[src/rtl/boreal_envelope_gate.sv]
// Burst event detector: hysteresis FSM with minimum-duration filter and refractory
// hold-off, reporting peak/duration through a single-entry valid/ready slot.
module boreal_envelope_gate #(
  parameter int REFRACT = 64,
  parameter int MIN_DUR = 4,
  parameter int DUR_W   = 16
) (
  input  logic             clk,
  input  logic             rst,
  input  logic             valid,
  input  logic [23:0]      env,
  input  logic [23:0]      th_on,
  input  logic [23:0]      th_off,
  output logic             evt_valid,
  input  logic             evt_ready,
  output logic [23:0]      evt_peak,
  output logic [DUR_W-1:0] evt_dur,
  output logic             active,
  output logic [7:0]       drop_cnt
);

  localparam int RW = (REFRACT > 0) ? $clog2(REFRACT + 1) : 1;
  localparam logic [DUR_W-1:0] DUR_MAX   = '1;
  localparam logic [DUR_W-1:0] MIN_DUR_C = DUR_W'(MIN_DUR);

  typedef enum logic [1:0] {
    S_IDLE,
    S_ACTIVE,
    S_REFR
  } state_t;

  state_t           state_q, state_d;
  logic [DUR_W-1:0] dur_q, dur_d;
  logic [23:0]      peak_q, peak_d;
  logic [RW-1:0]    rcnt_q, rcnt_d;
  logic             evt_valid_q, evt_valid_d;
  logic [23:0]      evt_peak_q, evt_peak_d;
  logic [DUR_W-1:0] evt_dur_q, evt_dur_d;
  logic             active_q, active_d;
  logic [7:0]       drop_cnt_q, drop_cnt_d;
  logic             emit;

  always_comb begin
    state_d = state_q;
    dur_d   = dur_q;
    peak_d  = peak_q;
    rcnt_d  = rcnt_q;
    emit    = 1'b0;
    if (valid) begin
      unique case (state_q)
        S_IDLE: begin
          if (env >= th_on) begin
            state_d = S_ACTIVE;
            dur_d   = DUR_W'(1);
            peak_d  = env;
          end
        end
        S_ACTIVE: begin
          if (env < th_off) begin
            if (dur_q >= MIN_DUR_C) begin
              emit = 1'b1;
              if (REFRACT == 0) begin
                state_d = S_IDLE;
              end else begin
                state_d = S_REFR;
                rcnt_d  = RW'(REFRACT);
              end
            end else begin
              state_d = S_IDLE;
            end
          end else begin
            dur_d  = (dur_q == DUR_MAX) ? dur_q : dur_q + DUR_W'(1);
            peak_d = (env > peak_q) ? env : peak_q;
          end
        end
        S_REFR: begin
          // env is deliberately ignored here; the sample that ends hold-off is consumed too
          rcnt_d = rcnt_q - RW'(1);
          if (rcnt_q == RW'(1)) state_d = S_IDLE;
        end
        default: state_d = S_IDLE;
      endcase
    end
  end

  always_comb begin
    evt_valid_d = evt_valid_q;
    evt_peak_d  = evt_peak_q;
    evt_dur_d   = evt_dur_q;
    drop_cnt_d  = drop_cnt_q;
    active_d    = (state_d == S_ACTIVE);
    if (emit) begin
      if (!evt_valid_q || evt_ready) begin
        evt_valid_d = 1'b1;
        evt_peak_d  = peak_q;
        evt_dur_d   = dur_q;
      end else if (drop_cnt_q != 8'hFF) begin
        drop_cnt_d = drop_cnt_q + 8'd1;
      end
    end else if (evt_valid_q && evt_ready) begin
      evt_valid_d = 1'b0;
    end
  end

  always_ff @(posedge clk) begin
    if (rst) begin
      state_q     <= S_IDLE;
      dur_q       <= '0;
      peak_q      <= '0;
      rcnt_q      <= '0;
      evt_valid_q <= 1'b0;
      evt_peak_q  <= '0;
      evt_dur_q   <= '0;
      active_q    <= 1'b0;
      drop_cnt_q  <= '0;
    end else begin
      state_q     <= state_d;
      dur_q       <= dur_d;
      peak_q      <= peak_d;
      rcnt_q      <= rcnt_d;
      evt_valid_q <= evt_valid_d;
      evt_peak_q  <= evt_peak_d;
      evt_dur_q   <= evt_dur_d;
      active_q    <= active_d;
      drop_cnt_q  <= drop_cnt_d;
    end
  end

  assign evt_valid = evt_valid_q;
  assign evt_peak  = evt_peak_q;
  assign evt_dur   = evt_dur_q;
  assign active    = active_q;
  assign drop_cnt  = drop_cnt_q;

endmodule

[config.mk]
export PLATFORM = sky130hd
export DESIGN_NAME = boreal_envelope_gate
export DESIGN_NICKNAME = d
export VERILOG_FILES = /design/src/rtl/boreal_envelope_gate.sv
export SDC_FILE = /design/constraint.sdc
export NUM_CORES = 1
export LEC_CHECK = 0
export ABC_AREA = 1
export CAP_MARGIN = 20
export CORE_AREA = 2 2 167 169
export CTS_CLUSTER_DIAMETER = 200
export DETAILED_ROUTE_END_ITERATION = 7
export DIE_AREA = 0 0 169 171
export GPL_TIMING_DRIVEN = 0
export PLACE_DENSITY = 0.51
export SLEW_MARGIN = 10
export SYNTH_ARGS = -nofsm -noshare
export SYNTH_HDL_FRONTEND = slang
export SYNTH_SLANG_ARGS = --single-unit
[constraint.sdc]
create_clock -name clk -period 2.7 [get_ports clk]
set_input_delay 0.405 -clock clk [delete_from_list [all_inputs] [get_ports clk]]
set_output_delay 0.405 -clock clk [all_outputs]
set_load 0.005 [all_outputs]
After elaboration in Yosys (flattened, before gate mapping)
Cells that the tools add are included.
{"block": "word_totals", "out_inout_bits": 50, "word_cells": 67, "regBits": 99, "in_bits": 76}
{"block": "classes", "reduce_logical": 13, "n_eq_ne": 13, "bitwise": 1, "mux": 24, "magnitude_cmp": 4, "n_addsub": 3}
{"operator": "$mux W24", "n": 3}
{"operator": "$mux W16", "n": 3}
{"operator": "$pmux W24 S2", "n": 1}
{"operator": "$pmux W16 S2", "n": 1}
{"operator": "$ge A24 B24 Y1", "n": 1}
{"operator": "$gt A24 B24 Y1", "n": 1}
{"operator": "$lt A24 B24 Y1", "n": 1}
{"operator": "$add A16 B1 Y16 const B", "n": 1}
{"operator": "$eq A16 B16 Y1 const B", "n": 1}
{"operator": "$ge A16 B3 Y1 const B", "n": 1}
{"operator": "$mux W7", "n": 2}
{"operator": "$pmux W7 S2", "n": 1}
{"operator": "$ne A2 B2 Y1 const B", "n": 6}
{"operator": "$mux W2", "n": 5}
{"operator": "$reduce_and A5 Y1", "n": 2}
{"operator": "$add A8 B1 Y8 const B", "n": 1}
{"operator": "$ne A8 B8 Y1 const B", "n": 1}
{"operator": "$eq A7 B1 Y1 const B", "n": 1}
{"operator": "$mux W1", "n": 7}
{"operator": "$sub A7 B1 Y7 const B", "n": 1}
{"operator": "$pmux W2 S3", "n": 1}
{"operator": "$reduce_bool A2 Y1", "n": 3}
{"operator": "$eq A2 B1 Y1 const B", "n": 2}
{"operator": "$reduce_and A2 Y1", "n": 2}
{"operator": "9 further kinds", "n": 9}

Depth between registers and ports, before layout
{"block": "depth", "word_depth": 7, "mapped_depth": 18, "mapped_depth_nobuf": 17}

Worst setup path after synthesis
OpenSTA, ideal clock, no wires.
{"block": "synth_path", "kind": "input-to-reg", "start": "in th_off[19]", "end": "reg evt_dur_q[4] (netlist: evt_dur[4])", "required_time_ps": 2584, "stages": 15, "t_arrival_ps": 1887, "setup_time_ps": 116, "n_path_buf": 1, "path_slack_ps": 697, "path_cell_list": "inv_1 ha_1 nand2_2 nor2_2 nand2_2 nor2_1 nand2_1 nand2_2 nor2_4 nand2_4 nor2_8 nand3_4 clkbuf_2 o21ai_0 nor2_1"}
{"block": "synth_between", "elab_chain_len": 5}
{"item": "from (decl)", "line": "13", "rtl": "input logic [23:0] th_off,"}
{"item": "$lt A24 B24 Y1", "line": "59", "rtl": "if (env < th_off) begin"}
{"item": "$mux W1", "line": "59"}
{"item": "$mux W1", "line": "50", "rtl": "unique case (state_q)"}
{"item": "$mux W1", "line": "49", "rtl": "if (valid) begin"}
{"item": "$reduce_and A2 Y1 (no line)"}
{"item": "to (signal assigned)", "line": "123", "rtl": "evt_dur_q <= evt_dur_d;"}
{"item": "to (decl)", "line": "38", "rtl": "logic [DUR_W-1:0] evt_dur_q, evt_dur_d;"}
Every way passes these cells.
A chain may end at the register's enable or synchronous reset.

Worst setup path after layout
{"block": "layout_path", "start": "in env[11]", "end": "reg evt_peak_q[18] (netlist: evt_peak[18])"}
{"block": "layout_between", "elab_chain_len": 5}
{"item": "from (decl)", "line": "11", "rtl": "input logic [23:0] env,"}
{"item": "$lt A24 B24 Y1", "line": "59"}
{"item": "$mux W1", "line": "59"}
{"item": "$mux W1", "line": "50"}
{"item": "$mux W1", "line": "49"}
{"item": "$reduce_and A2 Y1 (no line)"}
{"item": "to (signal assigned)", "line": "122", "rtl": "evt_peak_q <= evt_peak_d;"}
{"item": "to (decl)", "line": "37", "rtl": "logic [23:0] evt_peak_q, evt_peak_d;"}
Every way passes these cells.

==> implementation parameters <==
Parameter                              Value

Synthesis
  Compound-gate portion of the synthesized area    between 8 and 9%
  Post-synthesis cell count    990
  FF+latch count, synth    about 100
  Top_reg_cell synth    dfxtp_1
  Number of enable flip-flop cells after synthesis    0
  Top post-synthesis cells by count    nand2_1, nor2_1, inv_1, dfxtp_1, ha_1
  Mapped Nets    1146
  Post-synth cell types    36
  Area fraction in and, or, nand and nor cells after synthesis    around a third
  Xor/xnor share of the synthesized area    2.89%
  Multiplexer area fraction after synthesis    0%
  Main combinational cell family by area after synthesis    simple AND/OR/NAND/NOR gates
  Fraction of registers with async set/reset    0%
  Portion of synthesized cell area occupied by the leading cell type    29.7%
  Share of synthesized cell area in full adder, half adder and majority cells    15.0%
  Top cells by area in the synthesized netlist    dfxtp_1, ha_1, nand2_1
  Post-synthesis instance area    around 0.0067 mm^2
  Mean instance size in the synthesized netlist    6.73 um^2
  Area leader, netlist    dfxtp_1
  Warnings from Yosys    0
  Seq/Total Area, Yosys    29.7%

Min path
  Hold crit path type    register to register
  Launch point of the worst hold path    evt_peak[2]$_SDFFE_PP0P_

Routing
  Aggregate routed wire length    18.2 mm
  DRC violations left    0
  Total met3 wirelength after detailed routing    about 760 um
  Uppermost layer routed    met4
  Via density per instance    4.24
  Wire length on met1    9.24 mm
  First-pass DRT Iterations    4
  Routed wl met2    7.94 mm
  Total number of vias    6272
  Mean routed wirelength per cell    12.3 um
  Violation count after the first detailed-route iteration    234
  Antenna Nets Post-Route    0

Cells and area
  Non-filler cells, final    1479
  Final-stage net count    1284
  Syn-to-layout area delta    30.4%
  Ant. Diodes    0
  Fraction of final layout cells with drive strength greater than 1    6.09%
  Post-route standard cell area excluding fillers    roughly 0.0087 mm^2

Timing
  Post-route worst setup slack    204 ps
  Final cycle utilization of the critical path    slightly above 90%
  Setup repair after global routing missed its margin    false
  Final slew viol count    0
  Setup Total Neg Slack    0 ps
  Final setup violation count    0
  Relative max-transition margin    a little under half
  Number of hold violations in the final report    0
  Fmax achieved    401 MHz
  Final critical-path required period    2500 ps
  Clock skew after layout    12.2 ps
  Slew @ Worst Pin    800 ps

Power
  Switching power as a share of total power    a little under a third
  Relative contribution of sequential cells to total power    42.7%
  Comb power frac    22.0%
  Power spent charging and discharging nets    around 0.0011 W
  Internal power contribution    ~0.0025 W
  Leakage power    3.97 nW
  Peak VDD IR    216 uV
  Power Density    418 mW/mm^2
  Total power consumption of the routed design    0.00364 W
  Clock Power Share    35.3%

Clock network
  Cell at the root of the clock tree    clkbuf_16
  Clock transition time at the flip-flop clock pins of the worst setup and hold paths    around 80 ps
  Number of sinks driven by the clock tree    99
  Clock tree from TritonCTS    built
  Number of buffers inserted during clock tree synthesis    9
  Later-pin clock latency in the skew report    360 ps
  Post-CTS Hold Buffers    0
  H-Tree Level Count    3
  Number of buffers between clock root and the deepest sink    2

Setup path
  Max stage delay on crit path    500 ps
  Data required, critical path    2940 ps
  Nature of the critical path startpoint    input pin
  Critical Path Slowest Stage Cell    clkdlybuf4s50_1
  Maximum fanout along the worst path    10
  Arrival time worst endpoint    2740 ps
  Reg-to-reg setup timing slack    about 290 ps
  Startpoint of the lowest-slack register-to-register path    state_q[1]$_SDFF_PP0_
  Most repeated library cell on the critical path    nand2_1
  Crit Path Category    input pin to register
  Type of element capturing the critical path    register
  Dominant delay contributor by cell family on the critical path    simple AND/OR/NAND/NOR gates
  Startpoint of the most critical setup path    env[11]
  Cell Chain, Critical Path    clkdlybuf4s50_1 > ha_1 > a21oi_1 > nand2_1 > nand2_1 > nand2_2 > nor2_4 > nand2_4 > nor2_8 > nand3_4 > buf_4 > o21ai_1 > nor2_1
  Number of buffers and inverters on the critical path    2

Placed design
  DPL Wire Length    14.6 mm
  Post-placement cell area    0.00834 mm^2
  Cell count after placement    1460
  IO buf count    roughly 120
  Post-placement worst setup slack    -543 ps
  Final GP Congestion    0.865

Die
  Die height    171 um
  Rows    just over 60
  Area of the placeable core    0.0273 mm^2
  # IOs    126
  Die Area    about 0.029 mm^2
  Floorplan die width    169 um
  Starting density of the core    about a quarter

Global routing
  Maximum number of pins on one net before global-route repair    20
  Number of global-route vias before repair    5961
  Total overflow reported by the global router    0
  Combined global-route utilization of all metal layers    12.8%
  Global-route wire length before repair    29.6 mm
  Antenna violations before repair    0

Status
  Status    finished clean

Flow run
  Max-cap check violation count    0
[layout by cell type, fill, tap and decap left out, types with 5 or more instances in the layout]
cell	n
buf_6	6
nand3_1	61
dlymetal6s2s_1	8
nor3_1	6
o21ai_0	36
nand3_2	5
nand2_2	5
nand4_1	22
ha_1	80
buf_4	13
clkbuf_1	11
clkbuf_16	9
o21ai_1	8
a21oi_1	56
nor2_1	190
xor2_1	18
dfxtp_1	99
inv_6	5
clkdlybuf4s50_1	116
inv_1	150
nand2_1	190
[final timing paths]
path              depth (start not counted)                        end
setup / recovery                         13  evt_peak[18]$_SDFFE_PP0P_
hold / removal                            2   evt_peak[2]$_SDFFE_PP0P_
setup reg to reg                          9      dur_q[7]$_SDFFE_PP0P_
hold reg to reg                           2   evt_peak[2]$_SDFFE_PP0P_
[metrics by stage]
| stage | hold WS, ps | util [%] |
|---|---|---|
| 6_report | 485 | 31.8 |
| 5_1_grt | 504 | 31.8 |
| 4_1_cts | 489 | 31.6 |
| 3_5_place_dp | 475 | 30.5 |
| 3_3_place_gp | 464 | 30.5 |
| 2_1_floorplan | 454 | - |
[worst register-to-register path: stages (launching register included)]
cell	delay (ps)
dfxtp_1	410
inv_1	100
ha_1	200
buf_4	190
o21ai_0	660
a21oi_2	240
nand2_4	200
buf_6	160
nand2_1	60
a21oi_1	130
[routing by layer]
metal / vias up / track usage [%]
li1: 3404 / -
met3: 15 / 2.45
met5: - / 0
met4: 0 / 3.72
met1: 2732 / 17.3
met2: 121 / 20.9
[sequential cells by signal, indices dropped and copies added, names as in the netlist, 2 cells and up]
register  cells
evt_peak     24
evt_dur      16
drop_cnt      8
rcnt_q        7
peak_q       24
dur_q        16
state_q       2
[kinds of logic after synthesis]
logic type                 Yosys count
AOI/OAI and AO/OA                  108
xor gates and xnor gates            22
adders and majority gates           80
buffers and inverters              187
DFF                                 99
and+or+nand+nor                    494
[final cells by class]
class | instances | area (um^2)
clock inverter | 7 | 63.8
fill | 2998 | 18600
multi-input combinational | 704 | 3910
inverter | 156 | 588
clock buffer | 9 | 225
buffer | 31 | 206
tap | 346 | 433
timing repair buffer | 127 | 1280
sequential | 99 | 1980
[power by group through the flow]
stage	Sequential [W]	Combinational, W	Clock, W
floorplan	0.00157	0.000523	0
global placement	0.00158	0.000794	0
detailed placement	0.00159	0.000806	0
CTS	0.00155	0.000811	0.00133
global route	0.00156	0.000932	0.00139
finish	0.00155	0.000801	0.00128
[timing repair]
action | in CTS | in global routing
setup buffers | 0 | 3
pin swaps | 0 | 4
gates resized for setup | 8 | 21
setup endpoints to repair | 8 | 62
No activity file was read; power rests on OpenSTA's default activity.
